**src/rtl/world_pkg.sv**
```systemverilog
// rtl/world_pkg.sv - platform table types shared by the map side and the ground contact scanner
package world_pkg;

  localparam int X_W      = 10;
  localparam int Y_W      = 9;
  localparam int L_W      = 10;
  localparam int PW_W     = 6;
  localparam int N_GROUND = 16;
  localparam int ENTRY_W  = L_W + Y_W + X_W;

  // Bit-identical to one 29-bit table word: [9:0] x_start, [18:10] y_loc, [28:19] length
  typedef struct packed {
    logic [L_W-1:0] length;
    logic [Y_W-1:0] y_loc;
    logic [X_W-1:0] x_start;
  } ground_entry_t;

  typedef enum logic [1:0] {
    ST_IDLE = 2'd0,
    ST_SCAN = 2'd1,
    ST_DONE = 2'd2
  } scan_state_t;

  // Lowest feet row still accepted for a surface; clamps at row 0 instead of wrapping
  function automatic logic [Y_W-1:0] snap_floor(input logic [Y_W-1:0] y, input logic [Y_W-1:0] tol);
    return (y >= tol) ? (y - tol) : '0;
  endfunction

endpackage

```
**src/rtl/ground_entry_hit.sv**
```systemverilog
// rtl/ground_entry_hit.sv - combinational contact test of one platform entry against the latched player box
module ground_entry_hit
  import world_pkg::*;
#(
  parameter int unsigned TOL = 0
) (
  input  logic [ENTRY_W-1:0] i_entry,
  input  logic [X_W-1:0]     i_px,
  input  logic [Y_W-1:0]     i_py,
  input  logic [PW_W-1:0]    i_pw,
  output logic               o_hit
);

  localparam logic [Y_W-1:0] TOL_Y = Y_W'(TOL);

  ground_entry_t  w_e;
  logic [X_W:0]   w_p_end;
  logic [X_W:0]   w_e_end;
  logic [Y_W-1:0] w_y_lo;
  logic           w_x_hit;
  logic           w_y_hit;

  assign w_e = ground_entry_t'(i_entry);

  // Right edges carry one extra bit so x + width never wraps past 1023
  assign w_p_end = {1'b0, i_px} + {{(X_W + 1 - PW_W){1'b0}}, i_pw};
  assign w_e_end = {1'b0, w_e.x_start} + {1'b0, w_e.length};

  assign w_x_hit = (w_p_end > {1'b0, w_e.x_start}) && ({1'b0, i_px} < w_e_end);

  // A zero tolerance collapses the window to exact equality with the surface row
  assign w_y_lo  = snap_floor(w_e.y_loc, TOL_Y);
  assign w_y_hit = (i_py >= w_y_lo) && (i_py <= w_e.y_loc);

  assign o_hit = (w_e.length != '0) && (i_pw != '0) && w_x_hit && w_y_hit;

endmodule

```
**src/rtl/ground_contact_scanner.sv**
```systemverilog
// rtl/ground_contact_scanner.sv - one-entry-per-clock scan of the platform table for player ground contact
// Optional feature macro: GROUND_SNAP_EN (accept feet up to SNAP_TOL rows above a surface)
module ground_contact_scanner
  import world_pkg::*;
#(
  parameter int N_ENTRIES = N_GROUND,
  parameter int SNAP_TOL  = 4
) (
  input  logic                           Clk,
  input  logic                           Reset,
  input  logic [ENTRY_W*N_ENTRIES-1:0]   info_ground,
  input  logic                           req_valid,
  output logic                           req_ready,
  input  logic [X_W-1:0]                 player_x,
  input  logic [Y_W-1:0]                 player_y,
  input  logic [PW_W-1:0]                player_w,
  output logic                           res_valid,
  output logic                           on_ground,
  output logic [Y_W-1:0]                 ground_y,
  output logic [$clog2(N_ENTRIES)-1:0]   ground_idx
);

  localparam int IDX_W = $clog2(N_ENTRIES);
  localparam logic [IDX_W-1:0] LAST_IDX = IDX_W'(N_ENTRIES - 1);

`ifdef GROUND_SNAP_EN
  localparam int unsigned HIT_TOL = SNAP_TOL;
`else
  localparam int unsigned HIT_TOL = SNAP_TOL - SNAP_TOL;
`endif

  scan_state_t         r_state;
  scan_state_t         w_next;
  logic [IDX_W-1:0]    r_idx;
  logic [X_W-1:0]      r_px;
  logic [Y_W-1:0]      r_py;
  logic [PW_W-1:0]     r_pw;
  logic                r_best_hit;
  logic [Y_W-1:0]      r_best_y;
  logic [IDX_W-1:0]    r_best_idx;
  logic                r_res_valid;
  logic                r_on_ground;
  logic [Y_W-1:0]      r_ground_y;
  logic [IDX_W-1:0]    r_ground_idx;

  logic [ENTRY_W-1:0]  w_table [N_ENTRIES];
  ground_entry_t       w_cur;
  logic                w_hit;
  logic                w_accept;
  logic                w_better;

  for (genvar g = 0; g < N_ENTRIES; g++) begin : g_unpack
    assign w_table[g] = info_ground[g*ENTRY_W +: ENTRY_W];
  end

  // Table is sampled live: the entry under the scan index is whatever the map drives this cycle
  assign w_cur = ground_entry_t'(w_table[r_idx]);

  ground_entry_hit #(
    .TOL (HIT_TOL)
  ) u_hit (
    .i_entry (w_cur),
    .i_px    (r_px),
    .i_py    (r_py),
    .i_pw    (r_pw),
    .o_hit   (w_hit)
  );

  assign w_accept = req_valid && (r_state == ST_IDLE);

  // Strictly-less keeps the first-seen (lowest index) platform on equal heights
  assign w_better = w_hit && (!r_best_hit || (w_cur.y_loc < r_best_y));

  always_comb begin
    w_next = r_state;
    unique case (r_state)
      ST_IDLE: if (w_accept) w_next = ST_SCAN;
      ST_SCAN: if (r_idx == LAST_IDX) w_next = ST_DONE;
      ST_DONE: w_next = ST_IDLE;
      default: w_next = ST_IDLE;
    endcase
  end

  always_ff @(posedge Clk) begin
    if (Reset) begin
      r_state <= ST_IDLE;
    end else begin
      r_state <= w_next;
    end
  end

  always_ff @(posedge Clk) begin
    if (Reset) begin
      r_idx        <= '0;
      r_px         <= '0;
      r_py         <= '0;
      r_pw         <= '0;
      r_best_hit   <= 1'b0;
      r_best_y     <= '0;
      r_best_idx   <= '0;
      r_res_valid  <= 1'b0;
      r_on_ground  <= 1'b0;
      r_ground_y   <= '0;
      r_ground_idx <= '0;
    end else begin
      r_res_valid <= 1'b0;
      if (w_accept) begin
        r_px       <= player_x;
        r_py       <= player_y;
        r_pw       <= player_w;
        r_idx      <= '0;
        r_best_hit <= 1'b0;
        r_best_y   <= '0;
        r_best_idx <= '0;
      end
      if (r_state == ST_SCAN) begin
        r_idx <= r_idx + 1'b1;
        if (w_better) begin
          r_best_hit <= 1'b1;
          r_best_y   <= w_cur.y_loc;
          r_best_idx <= r_idx;
        end
      end
      if (r_state == ST_DONE) begin
        r_res_valid  <= 1'b1;
        r_on_ground  <= r_best_hit;
        r_ground_y   <= r_best_y;
        r_ground_idx <= r_best_idx;
      end
    end
  end

  assign req_ready  = (r_state == ST_IDLE);
  assign res_valid  = r_res_valid;
  assign on_ground  = r_on_ground;
  assign ground_y   = r_ground_y;
  assign ground_idx = r_ground_idx;

endmodule

```
**config.mk**
```make
export PLATFORM = sky130hd
export DESIGN_NAME = ground_contact_scanner
export DESIGN_NICKNAME = d
export VERILOG_FILES = /design/src/rtl/world_pkg.sv /design/src/rtl/ground_entry_hit.sv /design/src/rtl/ground_contact_scanner.sv
export SDC_FILE = /design/constraint.sdc
export NUM_CORES = 1
export LEC_CHECK = 0
export ABC_CLOCK_PERIOD_IN_PS = 16300
export CORE_AREA = 5 5 196 198
export CTS_BUF_LIST = sky130_fd_sc_hd__clkbuf_4 sky130_fd_sc_hd__clkbuf_8
export DETAILED_ROUTE_END_ITERATION = 12
export DIE_AREA = 0 0 201 203
export GPL_ROUTABILITY_DRIVEN = 1
export HOLD_SLACK_MARGIN = 0.06
export PLACE_DENSITY = 0.62
export SLEW_MARGIN = 10
export SYNTH_ARGS = -nofsm -noshare
export SYNTH_HDL_FRONTEND = slang
export SYNTH_SLANG_ARGS = --single-unit
```
**constraint.sdc**
```tcl
create_clock -name Clk -period 16.3 [get_ports Clk]
set_clock_uncertainty 0.15 [all_clocks]
set_input_delay 3.26 -clock Clk [delete_from_list [all_inputs] [get_ports Clk]]
set_output_delay 3.26 -clock Clk [all_outputs]
set_load 0.05 [all_outputs]
```
-- Word-level counts from Yosys, hierarchy flattened
Cells that the tools add are included.
- bits in registers: 60
- input port bits: 492
- output and inout port bits: 16
- word-level logic and storage cells: 61
- $add $sub $neg: 3
- magnitude comparators: 7
- equal/unequal tests: 5
- muxes and demuxes: 19
- bitwise gates (word level): 1
- reductions and logical operators: 14
- operators with widths (cell ; number):
    29-bit binary-select mux with 4-bit select ; 1
    29-bit two-way mux ; 2
    9-bit two-way mux ; 4
    4-bit two-way mux ; 5
    10-bit by 10-bit adder with 11-bit output ; 1
    10-bit by 6-bit adder with 11-bit output ; 1
    11-bit by 10-bit greater-than comparator with 1-bit output ; 1
    10-bit by 11-bit < comparator with 1-bit output ; 1
    10-bit nonzero test ; 1
    9-bit by 1-bit >= comparator with 1-bit output (second input constant) ; 1
    9-bit >= comparator ; 1
    9-bit <= comparator ; 1
    9-bit < comparator ; 1
    1-bit logical AND ; 7
    6-bit nonzero test ; 1
    5-bit >= comparator (second input constant) ; 1
    4-bit inverter with 5-bit output ; 1
    4-bit by 1-bit adder with 4-bit output (second input constant) ; 1
    4-bit == test (second input constant) ; 1
    1-bit two-way mux ; 4
    2-bit two-way mux ; 2
    2-bit one-hot mux with 2 select lines ; 1
    2-bit by 1-bit == test with 1-bit output (second input constant) ; 1
    2-bit == test (second input constant) ; 1
    7 further kinds ; 7

-- Logic depth before layout (Yosys ltp)
- depth after elaboration: 12
- mapped depth: 26

-- Hierarchy
Synthesis repeated with hierarchy kept, for this count alone.
- cell total of the unflattened synthesis: 650
- area total of the unflattened synthesis: 7201.9 um^2
- by module, submodules not included (module ; instances ; cells each ; area an instance (um^2)):
    ground_contact_scanner ; 1 ; 484 ; 5876.9
    ground_entry_hit ; 1 ; 166 ; 1325.0

-- Least setup slack after synthesis
Ideal clock, no wire load.
- path kind: in2reg
- start point: in info_ground[435]
- end point: reg r_best_y[0]
- setup time: 123 ps
- arrival: 7134 ps
- data required time: 16027 ps
- slack: 8893 ps
- stages on the path: 17
- path buffers: 0
- cells stage by stage: mux4_2 -> mux4_2 -> ha_1 -> fa_1 -> a21o_1 -> a21oi_1 -> nand2b_1 -> a21oi_1 -> o21ai_0 -> nand2b_1 -> xnor2_1 -> ha_1 -> o21ai_0 -> o31ai_1 -> o2111ai_1 -> o2111ai_2 -> mux2_1
- word-level cells in the longest chain between the ends: 11
- elaborated cells between the ends (all ways): 12
- classes of those cells: 1 x add/sub; 2 x order compare; 5 x mux; 4 x reduce/logical
- ends and longest elaborated chain (element ; line ; RTL):
    start, declared ; ground_contact_scanner.sv:11 ; input logic [ENTRY_W*N_ENTRIES-1:0] info_ground,
    29-bit binary-select mux with 4-bit select (*) ; ground_contact_scanner.sv:57 ; assign w_cur = ground_entry_t'(w_table[r_idx]);
    29-bit two-way mux (implied by the code) (*) (2 in series) ; ground_contact_scanner.sv:57 ;
    10-bit by 10-bit adder with 11-bit output ; ground_entry_hit.sv:27 ; assign w_e_end = {1'b0, w_e.x_start} + {1'b0, w_e.length};
    10-bit by 11-bit < comparator with 1-bit output ; ground_entry_hit.sv:29 ; assign w_x_hit = (w_p_end > {1'b0, w_e.x_start}) && ({1'b0, i_px} < w_e_end);
    1-bit logical AND (*) ; ground_entry_hit.sv:29 ;
    1-bit logical AND (*) (2 in series) ; ground_entry_hit.sv:35 ; assign o_hit = (w_e.length != '0) && (i_pw != '0) && w_x_hit && w_y_hit;
    1-bit logical AND (*) ; ground_contact_scanner.sv:72 ; assign w_better = w_hit && (!r_best_hit || (w_cur.y_loc < r_best_y));
    9-bit two-way mux (*) ; ground_contact_scanner.sv:118 ; if (w_better) begin
    9-bit two-way mux (*) ; ground_contact_scanner.sv:116 ; if (r_state == ST_SCAN) begin
    end signal, assigned ; ground_contact_scanner.sv:120 ; r_best_y <= w_cur.y_loc;
    end, declared ; ground_contact_scanner.sv:39 ; logic [Y_W-1:0] r_best_y;
Mark *: on every way between the ends. The rest lies on a longest branch, timed or not. The select of a mux whose other input is x is not followed.
A chain may end at the register's enable or synchronous reset.

-- Worst setup path after layout
- start point: in info_ground[454]
- end point: reg r_best_y[3]
- word-level cells in the longest chain between the ends: 11
- elaborated cells between the ends (all ways): 13
- classes of those cells: 1 x add/sub; 1 x order compare; 5 x mux; 6 x reduce/logical
- ends and longest elaborated chain (element ; line):
    29-bit binary-select mux with 4-bit select (*) ; ground_contact_scanner.sv:57
    29-bit two-way mux (implied by the code) (*) (2 in series) ; ground_contact_scanner.sv:57
    10-bit by 10-bit adder with 11-bit output ; ground_entry_hit.sv:27
    10-bit by 11-bit < comparator with 1-bit output ; ground_entry_hit.sv:29
    1-bit logical AND ; ground_entry_hit.sv:29
    1-bit logical AND (*) (2 in series) ; ground_entry_hit.sv:35
    1-bit logical AND (*) ; ground_contact_scanner.sv:72
    9-bit two-way mux (*) ; ground_contact_scanner.sv:118
    9-bit two-way mux (*) ; ground_contact_scanner.sv:116
Marks and branches as above.

==> qor.yml <==
path_class: "in2reg"
fin_cells: 1690
hold_slack_ns: 0.301
yosysUniqueCellTypes: 58
max_freq_mhz: 118
die_y_um: 203
arrival_ns: 8.55
synth_flop_cell: "dfxtp_1"
track_usage: 0.216
layout_commonest_cell: "clkdlybuf4s50_1"
place.gp.congestion: 0.936
dpl.hpwl_um: 40600
worstHoldEndpoint: "ground_idx[1]"
core.rowCount: 70
core_area_um2: 36300
path_clk_slew_ns: 0.07
grt_max_degree: 74
ant_nets: 0
hold_depth: 2
ys_warn_count: 0
fillers: 3635
start_util: 0.207
crit_path_max_fanout: 14
powerDensity_nw_per_um2: 46.2
swShare: 0.291
clkLatencyLatePin_ns: 0.36
syn_avg_cell_area_um2: 10.2
post_cts_resized: 0
pwr-share-seq: 0.259
rsz0062_at_grt: "no"
clockBufferDepth: 2
irDropWorstVdd_mv: 0.0335
tightest_slew_ns: 1.12
clockPowerShare: 0.252
yosysSeqAreaShare: 0.160
power_switching_mw: 0.177
ctsRootBufferMaster: "clkbuf_8"
nets: 1745
synth_edf_count: 0
die_x_um: 201
tns_ns: 0
async_flop_share: 0
internal_power_mw: 0.432
layout-drive-gt1-share: 0.136
slew_violations: 0
setup_slack_ns: 7.85
r2r_slack_ns: 9.26
numCtsBuffers: 9
ys_ff_latch: 60
fin_total_pwr_mw: 0.610
finalInstanceArea_um2: 13200
htree_levels: 3
syn-num-nets: 1277
dpl_cell_area_um2: 13000
hold_viol: 0
pre_cts_ws_ns: 7.50
setup_violations: 0
totalWireLength_um: 45900
grt_overflow: 0
grt_pass1_wl_um: 63400
drtPass1Iterations: 4
cts_tree: "done"
post_cts_buffers: 0
drt-vias-per-instance: 4.95
drt_iter0_markers: 503
syn_inst: 739
fin_crit_ns: 8.45
pwr-share-comb: 0.490
final_cell_mix: "clkdlybuf4s50_1 (506), mux4_2 (124), nand2_1 (101)"
postCtsHoldBufs: 0
placed_cells: 1664
hold_class: "reg2reg"
area_growth_syn_to_layout_pct: 75.5
status: "finished clean"
min_from: "ground_idx[1]"
r2r-start: "r_idx[1]"
reg2reg_to: "r_best_y[3]"
vias: 8363
critPathCaptureType: "register"
grt_pass1_vias: 8765
drc: 0
io_pins: 508
antenna_found_initial: 38
port_buffers: 507
post_drt_wl_per_cell_um: 27.2
finalCritPeriodShare: 0.519
synth_area_um2: 7520
p_leak_nw: 4.58
critPathRequiredTime_ns: 16.39
relSlewSlack: 0.252
cts_sinks: 60
die_area_um2: 40800
rr_worst_depth: 19
fin_util: 0.363
cap_violations: 0
startpoint_type: "primary input"
[cell type report]
cell class	instances	area, um2	area share
Timing Repair Buffer	515	5130	0.388
Sequential cell	60	1210	0.0919
Clock buffer	12	153	0.0116
Inverter	34	128	0.00966
Multi-Input combinational cell	587	5900	0.447
Tap cell	468	586	0.0443
Antenna cell	10	25.0	0.00189
Clock inverter	4	72.6	0.00550
[how the worst max path moves through the flow]
| stage | start | to | depth (start not counted) |
|---|---|---|---|
| 6_report | info_ground[454] | r_best_y[3] | 18 |
| 5_1_grt | info_ground[261] | r_best_y[2] | 18 |
| 3_3_place_gp | info_ground[261] | r_best_y[0] | 18 |
| 2_1_floorplan | info_ground[435] | r_best_y[0] | 17 |
| 3_5_place_dp | info_ground[0] | r_best_y[3] | 18 |
| 4_1_cts | info_ground[261] | r_best_y[3] | 18 |
[power by group through the flow]
stage | Sequential, mW | Clock, mW | Combinational [mW]
detailed placement | 0.161 | 0 | 0.298
CTS | 0.158 | 0.157 | 0.300
floorplan | 0.157 | 0 | 0.140
finish | 0.158 | 0.153 | 0.298
global placement | 0.161 | 0 | 0.295
global route | 0.158 | 0.164 | 0.322
[logic make-up (layout without fill, tap and decap cells)]
kind of cell    Yosys count  after routing  share of synthesized area
simple gates            213            213                      0.135
mux                     165            165                      0.428
compound gates          139            139                      0.114
buf+inv                  92            565                     0.0562
flops                    60             60                      0.160
fa+ha+maj                46             46                     0.0785
xor+xnor                 24             24                     0.0279
other cells               0             10                          0
[per-layer routing]
layer,track usage,routed length (um)
met1,0.291,19900
met2,0.331,19900
met3,0.0872,5290
met4,0.0408,691
met5,0,115
[Yosys cell counts (6+ instances only)]
master,n,share of area
nor3_1,10,0.0067
or3_1,6,0.0050
nand2_1,101,0.050
xor2_1,8,0.0093
mux2i_1,27,0.036
xnor2_1,16,0.019
nor2b_1,14,0.012
nand3_1,9,0.0060
buf_4,7,0.0070
nand2b_1,16,0.013
a22oi_1,15,0.015
o21ai_0,15,0.010
a21oi_1,66,0.044
ha_1,44,0.073
nand4_1,6,0.0050
nor2_1,28,0.014
clkbuf_1,26,0.013
mux2_2,10,0.015
dfxtp_1,60,0.16
mux4_2,124,0.37
a21o_1,9,0.0090
buf_2,17,0.011
inv_1,34,0.017
[worst max-delay path: stages]
cell	delay, ns
clkdlybuf4s50_1	0.40
mux4_2	0.53
mux4_2	0.59
ha_1	0.26
fa_1	0.46
a21o_1	0.17
a21oi_1	0.22
nand2b_1	0.17
a21oi_1	0.11
o21ai_0	0.20
nand2b_1	0.09
xnor2_1	0.13
ha_1	0.27
o21ai_0	0.10
o31ai_1	0.25
o2111ai_1	0.16
o2111ai_2	0.77
mux2_1	0.39
[state kept, by name (all words and copies together), names as in the netlist]
register / cells
ground_y: 9
r_pw: 6
res_valid: 1
r_best_y: 9
r_best_hit: 1
r_best_idx: 4
r_px: 10
ground_idx: 4
r_py: 9
on_ground: 1
r_state: 2
r_idx: 4
(Power assumes the default switching activity.)
